File: config.mk
export PLATFORM = sky130hd
export DESIGN_NAME = dmem_arbiter
export DESIGN_NICKNAME = d
export VERILOG_FILES = /design/src/rtl/dmem_arbiter.sv
export SDC_FILE = /design/constraint.sdc
export NUM_CORES = 1
export LEC_CHECK = 0
export CORE_MARGIN = 4
export CORE_UTILIZATION = 37
export DETAILED_ROUTE_END_ITERATION = 6
export GPL_TIMING_DRIVEN = 0
export PLACE_DENSITY = 0.85
export SYNTH_ARGS = -nofsm -noshare
export SYNTH_HDL_FRONTEND = slang
export SYNTH_SLANG_ARGS = --single-unit
File: constraint.sdc
create_clock -name CLK -period 2.5 [get_ports CLK]
set_input_delay 0.625 -clock CLK [delete_from_list [all_inputs] [get_ports CLK]]
set_output_delay 0.625 -clock CLK [all_outputs]
set_load 0.02 [all_outputs]
File: src/rtl/dmem_arbiter.sv
// rtl/dmem_arbiter.sv - data-memory arbiter between the core and the test loader port
//
// Purpose:
//   Shares one single-port data RAM between the core data port and the
//   loader (test load/dump) port. Ownership is a registered state; every
//   output is combinational from the current owner and the current inputs.
//   The core is favoured on contention, and the loader is guaranteed a beat
//   once it has waited STARVE_MAX consecutive cycles.
//
// Parameters:
//   STARVE_MAX   - consecutive loader-waiting cycles (1..7) before the loader
//                  wins a contended cycle
//   STALL_W      - width of the saturating stall statistics counter
//
// Ports:
//   CLK          - clock, all state updates on the rising edge
//   reset        - asynchronous active-high reset
//   core_req/we/addr/wdata  - core data-memory request
//   core_rdata   - read data to the core (valid when core_stall=0)
//   core_stall   - core must hold PC and its request this cycle
//   ld_req/we/addr/wdata    - loader request
//   ld_rdata     - read data to the loader (valid when ld_ack=1)
//   ld_ack       - single-cycle completion strobe for the loader
//   mem_addr/wdata/we       - RAM drive (combinational read, write on CLK)
//   mem_rdata    - RAM read data
//   owner        - ownership state: 00 IDLE, 01 CORE, 10 LOAD
//   stall_cycles - saturating count of core_stall cycles

module dmem_arbiter #(
    parameter int STARVE_MAX = 4,
    parameter int STALL_W    = 16
) (
    input  logic               CLK,
    input  logic               reset,

    input  logic               core_req,
    input  logic               core_we,
    input  logic [7:0]         core_addr,
    input  logic [7:0]         core_wdata,
    output logic [7:0]         core_rdata,
    output logic               core_stall,

    input  logic               ld_req,
    input  logic               ld_we,
    input  logic [7:0]         ld_addr,
    input  logic [7:0]         ld_wdata,
    output logic [7:0]         ld_rdata,
    output logic               ld_ack,

    output logic [7:0]         mem_addr,
    output logic [7:0]         mem_wdata,
    output logic               mem_we,
    input  logic [7:0]         mem_rdata,

    output logic [1:0]         owner,
    output logic [STALL_W-1:0] stall_cycles
);

    typedef enum logic [1:0] {
        OWN_IDLE = 2'b00,
        OWN_CORE = 2'b01,
        OWN_LOAD = 2'b10
    } own_t;

    localparam logic [2:0] STARVE_LIM = 3'(STARVE_MAX);
    localparam logic [2:0] STARVE_SAT = 3'd7;

    own_t       state;
    logic [2:0] starve_cnt;
    logic [2:0] starve_eff;
    logic       own_core;
    logic       own_load;

    assign own_core = (state == OWN_CORE);
    assign own_load = (state == OWN_LOAD);
    assign owner    = state;

    // Datapath: the owning port drives the RAM. IDLE parks the address mux on
    // the core but never writes; reset forces IDLE asynchronously, so a write
    // in flight is cancelled the instant reset rises.
    assign mem_addr   = own_load ? ld_addr  : core_addr;
    assign mem_wdata  = own_load ? ld_wdata : core_wdata;
    assign mem_we     = (own_core & core_req & core_we) |
                        (own_load & ld_req   & ld_we);

    assign core_rdata = mem_rdata;
    assign ld_rdata   = mem_rdata;

    assign core_stall = core_req & ~own_core;
    assign ld_ack     = ld_req & own_load;

    // A beat being acked this cycle has consumed the loader's starvation
    // credit. Without this, the stale counter value would hand the loader a
    // second consecutive grant under contention instead of one beat per grant.
    assign starve_eff = ld_ack ? 3'd0 : starve_cnt;

    always_ff @(posedge CLK or posedge reset) begin
        if (reset) begin
            state        <= OWN_IDLE;
            starve_cnt   <= 3'd0;
            stall_cycles <= '0;
        end else begin
            // Ownership: core wins contention unless the loader is starving;
            // with no request at all the arbiter parks on the core.
            if (core_req && ld_req) begin
                state <= (starve_eff >= STARVE_LIM) ? OWN_LOAD : OWN_CORE;
            end else if (ld_req) begin
                state <= OWN_LOAD;
            end else begin
                state <= OWN_CORE;
            end

            // Starvation counter: counts waiting cycles, saturates at 7.
            if (!ld_req || ld_ack) begin
                starve_cnt <= 3'd0;
            end else if (starve_cnt != STARVE_SAT) begin
                starve_cnt <= starve_cnt + 3'd1;
            end

            // Stall statistics: saturate instead of wrapping.
            if (core_stall && (stall_cycles != {STALL_W{1'b1}})) begin
                stall_cycles <= stall_cycles + STALL_W'(1);
            end
        end
    end

endmodule

Yosys cells after proc, flatten, opt, wreduce, memory -nomap -nowiden

Index checks and enable logic that the tools add are counted.

Bitwise logic cells: 7
Mux-type cells: 8
$lt $le $gt $ge: 1
$add $sub $neg: 2
Equality and inequality tests: 4
Reductions and logical operators: 5

Operators with widths:

| cell                                                | number |
|---|---|
| adder 16 x 1 -> 16 bit, second input constant       | 1 |
| 2-to-1 mux 8 bit                                    | 2 |
| inequality test 16 bit, second input constant       | 1 |
| 2-to-1 mux 3 bit                                    | 3 |
| 2-to-1 mux 2 bit                                    | 3 |
| bitwise AND 1 bit                                   | 5 |
| adder 3 x 1 -> 3 bit, second input constant         | 1 |
| >= comparator 3 bit, second input constant          | 1 |
| inequality test 3 bit, second input constant        | 1 |
| equality test 2 x 1 -> 1 bit, second input constant | 1 |
| equality test 2 bit, second input constant          | 1 |
| logical AND 1 bit                                   | 2 |
| nonzero test 2 bit                                  | 1 |
| logical NOT 1 bit                                   | 1 |
| logical OR 1 bit                                    | 1 |
| NOT 1 bit                                           | 1 |
| OR 1 bit                                            | 1 |

Word-level logic and storage cells: 30
Bits of input ports: 46
Bits in registers: 21

Logic depth before layout (Yosys ltp)

Depth after elaboration: 6
Mapped depth: 6

Worst setup path after synthesis

Ideal clock, no wire load.

Kind: register to output
From: register state[0], in the netlist owner[0]
To: output mem_we
Buffers on the path: 2
Arrival: 1639 ps
Stages on the path, launching flop included: 6
Path slack: 236 ps
Cells stage by stage: dfrtp_1 > nand2b_1 > buf_2 > buf_1 > nor2_1 > o2bb2ai_1

Cells in the longest elaborated chain, start to end: 4
Elaborated cells on any way between the ends: 7
Those cells by class: eq/ne: 2; bitwise: 5

RTL lines:

| what                     | line | source |
|---|---|---|
| start: declaration       | 68   | `own_t state;` |
| start signal: assignment | 106  | `state <= (starve_eff >= STARVE_LIM) ? OWN_LOAD : OWN_CORE;` |
| equality test 2 bit      | 75   | `assign own_load = (state == OWN_LOAD);` |
| bitwise AND 1 bit        | n/a  |  |
| via ld_ack               | 48   | `output logic ld_ack,` |
| bitwise AND 1 bit        | 84   | `(own_load & ld_req & ld_we);` |
| OR 1 bit                 | 83   | `assign mem_we = (own_core & core_req & core_we) \|` |
| end: declaration         | 52   | `output logic mem_we,` |

The timed path passes the listed nets, and every way through them passes these cells.

Worst setup path after layout

From: input core_addr[2]
To: output mem_addr[2]

Cells in the longest elaborated chain, start to end: 1

RTL lines:

| what               | line | source |
|---|---|---|
| start: declaration | 38   | `input logic [7:0] core_addr,` |
| 2-to-1 mux 8 bit   | 81   | `assign mem_addr = own_load ? ld_addr : core_addr;` |
| end: declaration   | 50   | `output logic [7:0] mem_addr,` |

No other way between the ends.

==> impl_metrics.sql <==
INSERT INTO impl_metrics (metric_group, metric, value, unit) VALUES
('worst_setup_path', 'endpoint_kind', 'output pin', ''),
('timing', 'max_clock_freq', '409', 'MHz'),
('timing', 'timing.final.ws_setup', '0.0563', 'ns'),
('layout', 'flow.area_growth_from_synthesis', '74.6', '%'),
('layout', 'layout.area.seq', '526', 'um2'),
('clock_network', 'cts_tree', 'yes', ''),
('die', 'placeableCoreArea', '3440', 'um2'),
('die', 'chipWidth', '68.4', 'um'),
('placed_design', 'place.gp.congestion', '0.767', ''),
('hold_path', 'hold-path-endpoint', 'stall_cycles[15]$_DFFE_PP0P_', ''),
('yosys', 'netlist_area', '1350', 'um2'),
('yosys', 'yosysWarnings', '0', ''),
('hold_path', 'hold_path_class', 'reg -> reg', ''),
('power', 'power.ir.vdd_worst', '0.000546', 'V'),
('yosys', 'synth-seq-area-share', '0.389', ''),
('global_route', 'grt_overflow_total', '0', ''),
('clock_network', 'tritoncts_sinks', '21', ''),
('die', 'die-area', '4680', 'um2'),
('clock_network', 'clk_path_buf_depth', '2', ''),
('clock_network', 'clock_latency_on_the_worst_skew_pair', '0.26', 'ns'),
('layout', 'design.final.nets', '272', ''),
('worst_setup_path', 'timing.rr.end', 'stall_cycles[1]$_DFFE_PP0P_', ''),
('global_route', 'first_global_vias', '1226', ''),
('timing', 'rsz0062_at_grt', 'false', ''),
('drt', 'vias_per_cell', '4.68', ''),
('drt', 'routed_vias', '1253', ''),
('timing', 'finalCriticalPeriod', '2.44', 'ns'),
('layout', 'n_antenna_cell', '0', ''),
('layout', 'post_layout_nonfiller_instances', '268', ''),
('yosys', 'synth_area_per_cell', '10.6', 'um2'),
('worst_setup_path', 'worstRegToRegCells', '5', ''),
('hold_path', 'hp-start', 'stall_cycles[15]$_DFFE_PP0P_', ''),
('timing', 'total_of_endpoints_with_negative_setup_slack_in_the_final_report', '0', ''),
('timing', 'relSlewSlack', '0.474', ''),
('clock_network', 'clkSlewWorstSetupHoldPaths', '0.07', 'ns'),
('timing', 'hold_slack', '0.514', 'ns'),
('layout', 'final_layout_size_suffix_gt1_frac', '0.189', ''),
('die', 'io_pins', '99', ''),
('drt', 'detail_route.wl_per_cell', '13.9', 'um'),
('clock_network', 'postCtsSetupRepairBufs', '0', ''),
('layout', 'layout.cells.most_common_list', 'clkdlybuf4s50_1 (76), dfrtp_1 (21), buf_4 (18)', ''),
('worst_setup_path', 'timing.critical_path.arrival', '1.82', 'ns'),
('drt', 'firstDrtPassIters', '4', ''),
('clock_network', 'htree_num_levels', '1', ''),
('timing', 'timing_max_transition_violations_final', '0', ''),
('die', 'fp-row-count', '21', ''),
('layout', 'most_common_cell_after_layout_fill_and_taps_aside', 'clkdlybuf4s50_1', ''),
('timing', 'finalCritPeriodShare', '0.977', ''),
('global_route', 'grt_max_degree', '22', ''),
('placed_design', 'dpl_worst_slack', '-0.199', 'ns'),
('yosys', 'number_of_nets_in_the_synthesized_netlist', '177', ''),
('run_status', 'status', 'completed', ''),
('yosys', 'synth.ff_latch_count', '21', ''),
('global_route', 'antenna_found_initial', '0', ''),
('drt', 'initialDrtViolationCount', '14', ''),
('global_route', 'groute.usage.overall', '0.163', ''),
('placed_design', 'numPortBuffers', '90', ''),
('clock_network', 'cts-buffers-inserted', '3', ''),
('placed_design', 'placed_cell_count', '264', ''),
('yosys', 'synth.lib_cells_used.distinct', '25', ''),
('worst_setup_path', 'worst-path-max-fanout', '1', ''),
('die', 'initial_standard_cell_utilization_of_the_core', '0.393', ''),
('yosys', 'synthesis.instances', '128', ''),
('worst_setup_path', 'worstPathRequired', '1.88', 'ns'),
('drt', 'postRouteAntennaNets', '0', ''),
('power', 'design_power', '0.00113', 'W'),
('timing', 'fin_worst_skew', '0.00181', 'ns'),
('worst_setup_path', 'reg2reg_setup_slack', '0.67', 'ns'),
('timing', 'final-hold-violation-count', '0', ''),
('drt', 'drt-total-wl', '3730', 'um'),
('run', 'maxCapViolations', '0', '');
==> worst max-delay path by stage <==
stage / end / slack [ns]
global route: mem_addr[3] / 0.003
CTS: mem_addr[7] / 0.04
finish: mem_addr[2] / 0.06
global placement: core_stall / -0.17
detailed placement: mem_wdata[1] / -0.20
floorplan: mem_we / 0.24
==> what timing repair did <==
action	CTS	global route
endpoints found under the setup margin	16	5
pin swaps	0	0
gates resized for setup	13	5
==> critical path: stages <==
cell and delay, ns:
clkdlybuf4s50_1 0.40, mux2_2 0.26, clkdlybuf4s50_1 0.54
==> metrics by stage <==
stage / TNS [ns] / area, um2 / utilization
detailed placement: -1.68 / 2310 / 0.671
global placement: -1.39 / 2310 / 0.671
floorplan: 0 / 1350 / -
CTS: 0 / 2350 / 0.682
global route: 0 / 2360 / 0.686
finish: 0 / 2360 / 0.686
==> sequential cells by signal (all words and copies together) (netlist names) <==
register,count
owner,2
stall_cycles,16
starve_cnt,3
==> cell type report <==
cell class	count	share of cell area
clock buffer	4	0.0191
multi-input combinational	85	0.289
inverter	4	0.00636
tap	46	0.0244
sequential	21	0.223
buffer	18	0.0573
timing repair buffer	90	0.381
==> synth_stat cells <==
cell type	instances	area, um2
nor2_1	6	22.5
nor3b_1	2	15.0
mux2_2	17	191
and4_1	2	17.5
o2bb2ai_1	1	8.76
and3_1	2	12.5
dfrtp_1	21	526
buf_1	1	3.75
mux2i_1	2	20.0
nor3_1	9	45.0
buf_4	16	120
nand2b_1	2	12.5
mux2_4	1	15.0
nor4_4	1	21.3
nand2_1	8	30.0
a21oi_1	1	5.00
inv_1	4	15.0
xor2_1	15	131
nand4_1	5	31.3
nand3_1	4	20.0
nor4b_1	2	17.5
ha_1	3	37.5
nand4_4	1	21.3
buf_2	1	5.00
nor2_2	1	6.26
==> metal layers <==
| layer | part of all wire | up-vias | global-route usage |
|---|---|---|---|
| li1 | - | 618 | - |
| met1 | 0.41 | 587 | 0.205 |
| met2 | 0.51 | 46 | 0.284 |
| met3 | 0.080 | 2 | 0.0411 |
| met4 | 0.0027 | 0 | 0.0298 |
| met5 | 0 | - | 0 |
==> cell families after synthesis <==
group | Yosys count | synth area share
adder cells (fa/ha/maj) | 3 | 0.0278
AO/OA/AOI/OAI | 2 | 0.0102
AND/OR/NAND/NOR | 45 | 0.202
multiplexers | 20 | 0.168
flip-flops | 21 | 0.389
XOR/XNOR | 15 | 0.0972
buffers and inverters | 22 | 0.106
==> report_power, final <==
part | internal (W) | switching [W] | leakage [nW]
clock | 0.000113 | 0.000106 | 0.0228
combinational | 0.000255 | 0.000197 | 0.840
sequential | 0.000388 | 0.0000730 | 0.277
total | 0.000757 | 0.000376 | 1.14
No activity file was read; power rests on OpenSTA's default activity.
==> edit 1 (same flow settings) <==
`STALL_W`: 16 -> 12.
--- a/src/rtl/dmem_arbiter.sv
+++ b/src/rtl/dmem_arbiter.sv
@@ -28,7 +28,7 @@
 
 module dmem_arbiter #(
     parameter int STARVE_MAX = 4,
-    parameter int STALL_W    = 16
+    parameter int STALL_W    = 12
 ) (
     input  logic               CLK,
     input  logic               reset,
Ports: changed (resized stall_cycles); port bits go from 99 to 95. The function was not compared with the original's and may differ.
==> edit 1 against the original RTL <==
Sequential cell count down 4. Final area shrank 11%. Power decreased by 15%. Synthesized cell count is 15% lower. Combinational power decreased by 3%. Routed wire length rose by 3.3%. Synthesized area shrank 15%. Setup slack improved by 0.035 ns. Die area decreased by 14%.
==> edit 1: results (changes against the original RTL) <==
* Synth Area in Compound Gates at 0.0546 (+0.0445)
* Num sequential at 17 (-19%)
* Clk_skew at 0.00185 ns (+0.0000410 ns)
* Largest register FFs at 12 (-4)
* CTS root buf: clkbuf_4
* VDD IR max at 430 uV (-21%)
* Clock-cell share at 0.0125 (-0.00655)
* Met1 Use GR at 0.223 (+0.0185)
* Place WS at -0.258 ns (-0.0588 ns)
* Register area share after synthesis at 0.372 (-0.0173)
* GP Congestion at 0.777 (+1.3%)
* Hold Crit Start: stall_cycles[7]$_DFFE_PP0P_
* Largest net degree at the start of global routing at 18 (-18%)
* Post-Layout Cell Count at 230 (-14%)
* Reg clk slew, reported paths at 0.09 ns (+0.02 ns)
* Vias per cell at 4.94 (+5.6%)
* PortBufs at 86 (-4.4%)
* Syn Inst Count at 109 (-15%)
* Met3 usage at 0.0604 (+0.0193)
* Post-DP HPWL at 3210 um (+3.5%)
* Multiplexer share of the synthesized area at 0.175 (+0.00727)
* GRT Total Usage at 0.192 (+0.0290)
* GR Util met2 at 0.342 (+0.0579)
* Register area at 425 um^2 (-19%)
* RR Endpoint: stall_cycles[11]$_DFFE_PP0P_
* DRT Wirelength at 3860 um (+3.3%)
* Capture point of the worst path: mem_we
* Post-layout util at 0.735 (+0.0491)
* Crit. Startpoint: ld_req
* R2R Setup Slk at 0.79 ns (+0.12 ns)
* Area share of fa/ha/maj cells after synthesis at 0.0328 (+0.00501)
* Critical Path Fanout Max at 2 (+1)
* Crit-path max cell delay at 0.49 ns (-0.05 ns)
* Count of cells resized by post-cts repair at 12 (-1)
* First-pass GRT wire length at 6260 um (+8.4%)
* Worst-Margin Slew at 0.616 ns (-0.172 ns)
* Buffering overhead at 0.485 (+0.0463)
* Vias in the first global route at 1198 (-2.3%)
* Cell-internal power at 625 uW (-17%)
* Synth area leaders: dfrtp_1 (37%), mux2_2 (16%), buf_4 (10%)
* Post-DP Area at 2040 um^2 (-11%)
* Iteration-0 DRC Markers at 28 (+14)
* Most instantiated cells after synthesis: dfrtp_1 (17), buf_4 (16), mux2_2 (16), nand2_1 (10)
* Multi-input gates at 70 (-18%)
* Routed wl met2 at 1940 um (+1.7%)
* Outcome: finished, final reports clean
* Skew-Pair Late Insertion Delay at 0.28 ns (+0.02 ns)
-- edit 1: changes by cell type after synthesis, moves of 2 or more --
cell | before | now
and4_1 | 2 | 0
dfrtp_1 | 21 | 17
nand2_1 | 8 | 10
nand4_2 | 0 | 2
nor3_1 | 9 | 1
nor3b_1 | 2 | 0
nor4_1 | 0 | 2
nor4b_1 | 2 | 0
xnor2_1 | 0 | 6
xor2_1 | 15 | 5
-- edit 1: through the flow --
step	hold slack, ns	TNS [ns]
floorplan	0.493	0
global placement	0.484	-0.542
detailed placement	0.497	-0.517
CTS	0.509	0
global route	0.535	0
finish	0.505	0
-- edit 1: power by group through the flow --
stage	Combinational (mW)	Sequential, mW	Clock (mW)
2_1_floorplan	0.170	0.430	0
5_1_grt	0.468	0.398	0.160
3_5_place_dp	0.450	0.388	0
6_report	0.439	0.384	0.142
3_3_place_gp	0.441	0.387	0
4_1_cts	0.445	0.384	0.144
==> edit 2 (same settings) <==
Without the edit above. Reset style: synchronous (`reset`), changed in one clocked block. Comments in the files are not updated.
--- a/src/rtl/dmem_arbiter.sv
+++ b/src/rtl/dmem_arbiter.sv
@@ -94,7 +94,7 @@
     // second consecutive grant under contention instead of one beat per grant.
     assign starve_eff = ld_ack ? 3'd0 : starve_cnt;
 
-    always_ff @(posedge CLK or posedge reset) begin
+    always_ff @(posedge CLK) begin
         if (reset) begin
             state        <= OWN_IDLE;
             starve_cnt   <= 3'd0;
Formal check against the unedited RTL: differs if reset is asserted again (counterexample within 4 cycles, from zero or initial values and one cycle with reset high); with reset held inactive, the same outputs for 10 cycles.
==> edit 2 against the original RTL <==
Non-clock buffer count up 2. Clock skew grew 0.0058 ns. Die area is 3.8% higher. Power shrank 28%. Routed wire length increased by 13%. Final area is 2.2% higher. Count of clock-buffer cells in the layout fell by 1. Sequential cell count unchanged. Synthesized area rose by 4.4%. Setup slack worse by 0.023 ns. Critical endpoint is now mem_addr[5]. Highest routed layer unchanged.
==> edit 2: results (changes against the original RTL) <==
* Layout cell share with drive strength beyond 1 at 0.208 (+0.0187)
* Wire per inst at 13.9 um (-0.42%)
* First-pass GRT wire length at 6980 um (+21%)
* Worst-Margin Slew at 0.656 ns (-0.132 ns)
* Vias in the first global route at 1531 (+25%)
* Register area share after synthesis at 0.298 (-0.0908)
* Skew-Pair Late Insertion Delay at 0.26 ns (about the same)
* Crit. Startpoint: core_addr[5]
* Synth area leaders: dfxtp_1 (30%), mux2_2 (17%), buf_4 (9.1%)
* CTS Buf Count at 3 (unchanged)
* Fin nets at 305 (+12%)
* Place WS at -0.349 ns (-0.149 ns)
* Largest net degree at the start of global routing at 13 (-41%)
* Vias per cell at 5.12 (+9.4%)
* GP Congestion at 0.906 (+18%)
* Mean Syn Cell Area at 8.70 um^2 (-18%)
* Initial antenna violation count at 0 (unchanged)
* RR Endpoint: stall_cycles[11]$_SDFFE_PP0P_
* Crit-path max cell delay at 0.54 ns (about the same)
* LEAKAGE at 0.917 nW (-20%)
* Dpl cells at 300 (+14%)
* R2R Setup Slk at 0.47 ns (-0.20 ns)
* DRT Wirelength at 4200 um (+13%)
* Reg clk slew, reported paths at 0.08 ns
* Hold crit path type: reg -> reg
* Syn Nets at 211 (+19%)
* First-pass DRT Iterations at 4 (unchanged)
* Synth unique cells at 37 (+48%)
* Post-layout util at 0.659 (-0.0266)
* Reg2Reg Depth at 4 (-1)
* VDD IR max at 246 uV (-55%)
* Cells on Worst Hold Path at 2 (+1)
* CTS root buf: clkbuf_8
* Post-DP HPWL at 3440 um (+11%)
* YS warnings at 0 (unchanged)
* Critical path's slowest cell: clkdlybuf4s50_1
* Iteration-0 DRC Markers at 121 (+107)
* Endpoint, Worst Hold: starve_cnt[0]$_SDFFE_PP0P_
* Hold Crit Start: starve_cnt[0]$_SDFFE_PP0P_
* CTS max path bufs at 2 (unchanged)
* Antenna cells at 0 (unchanged)
* Synth async-reset ratio at 0 (-1.00)
* Clk_skew at 0.00757 ns (+0.00576 ns)
* PortBufs at 90 (unchanged)
* Reg-to-reg startpoint: owner[1]$_SDFF_PP0_
* Outcome: finished, final reports clean
* WHS at 0.524 ns (+0.0104 ns)
* GRT Total Usage at 0.171 (+0.00755)
* Most flops, register: stall_cycles
* Most instantiated cells after synthesis: dfxtp_1 (21), mux2_2 (21), buf_4 (17), nand2_1 (10), nor2_1 (10)
* Critical Path AT at 1.84 ns (+0.02 ns)
* Htree depth at 1 (unchanged)
* Filler Cell Count at 294 (+3.2%)
[edit 2: worst max-delay path by stage]
stage                     cells past startpoint           end  slack (ns)
final                                         3   mem_addr[5]        0.03
after global placement                        5  mem_wdata[5]       -0.34
after CTS                                     3   mem_addr[5]        0.02
after floorplan                               5        mem_we        0.20
after global routing                          3   mem_addr[2]      0.0005
after detailed placement                      5   mem_addr[6]       -0.35
[edit 2: report_power, final]
part / switching, mW / leakage [nW] / total, mW / internal [mW]
Clock: 0.110 / 0.0255 / 0.221 / 0.111
Combinational: 0.101 / 0.721 / 0.246 / 0.145
Sequential: 0.00518 / 0.170 / 0.345 / 0.340
Total: 0.216 / 0.917 / 0.812 / 0.596
[edit 2: logic make-up (layout without fill, tap and decap cells)]
kind of cell | Yosys count | count (layout) | synth area share
AOI/OAI and AO/OA | 26 | 26 | 0.123
muxes | 23 | 23 | 0.182
buffers and inverters | 28 | 121 | 0.122
xor gates and xnor gates | 1 | 1 | 0.00621
DFF | 21 | 21 | 0.298
adders and majority gates | 3 | 3 | 0.0266
and+or+nand+nor | 60 | 60 | 0.242
[edit 2: layout make-up]
cell class / instances / share of cell area
repair buffers: 90 / 0.367
multi-input cells: 113 / 0.344
flip-flops and latches: 21 / 0.174
plain buffers: 20 / 0.0602
well taps: 48 / 0.0249
clock buffers: 3 / 0.0171
inverters: 7 / 0.0109
clock inverters: 1 / 0.00207
[edit 2: per-layer routing]
layer / wire length [um] / up-vias / track usage
met4: 34 / 0 / 0.0362
met5: 0 / - / 0
met1: 1630 / 703 / 0.190
met3: 405 / 5 / 0.0565
li1: - / 771 / -
met2: 2130 / 71 / 0.316
[edit 2: what timing repair did]
item,in CTS,in global routing
endpoints found under the setup margin,19,3
buffers inserted,0,0
gates resized for setup,16,4
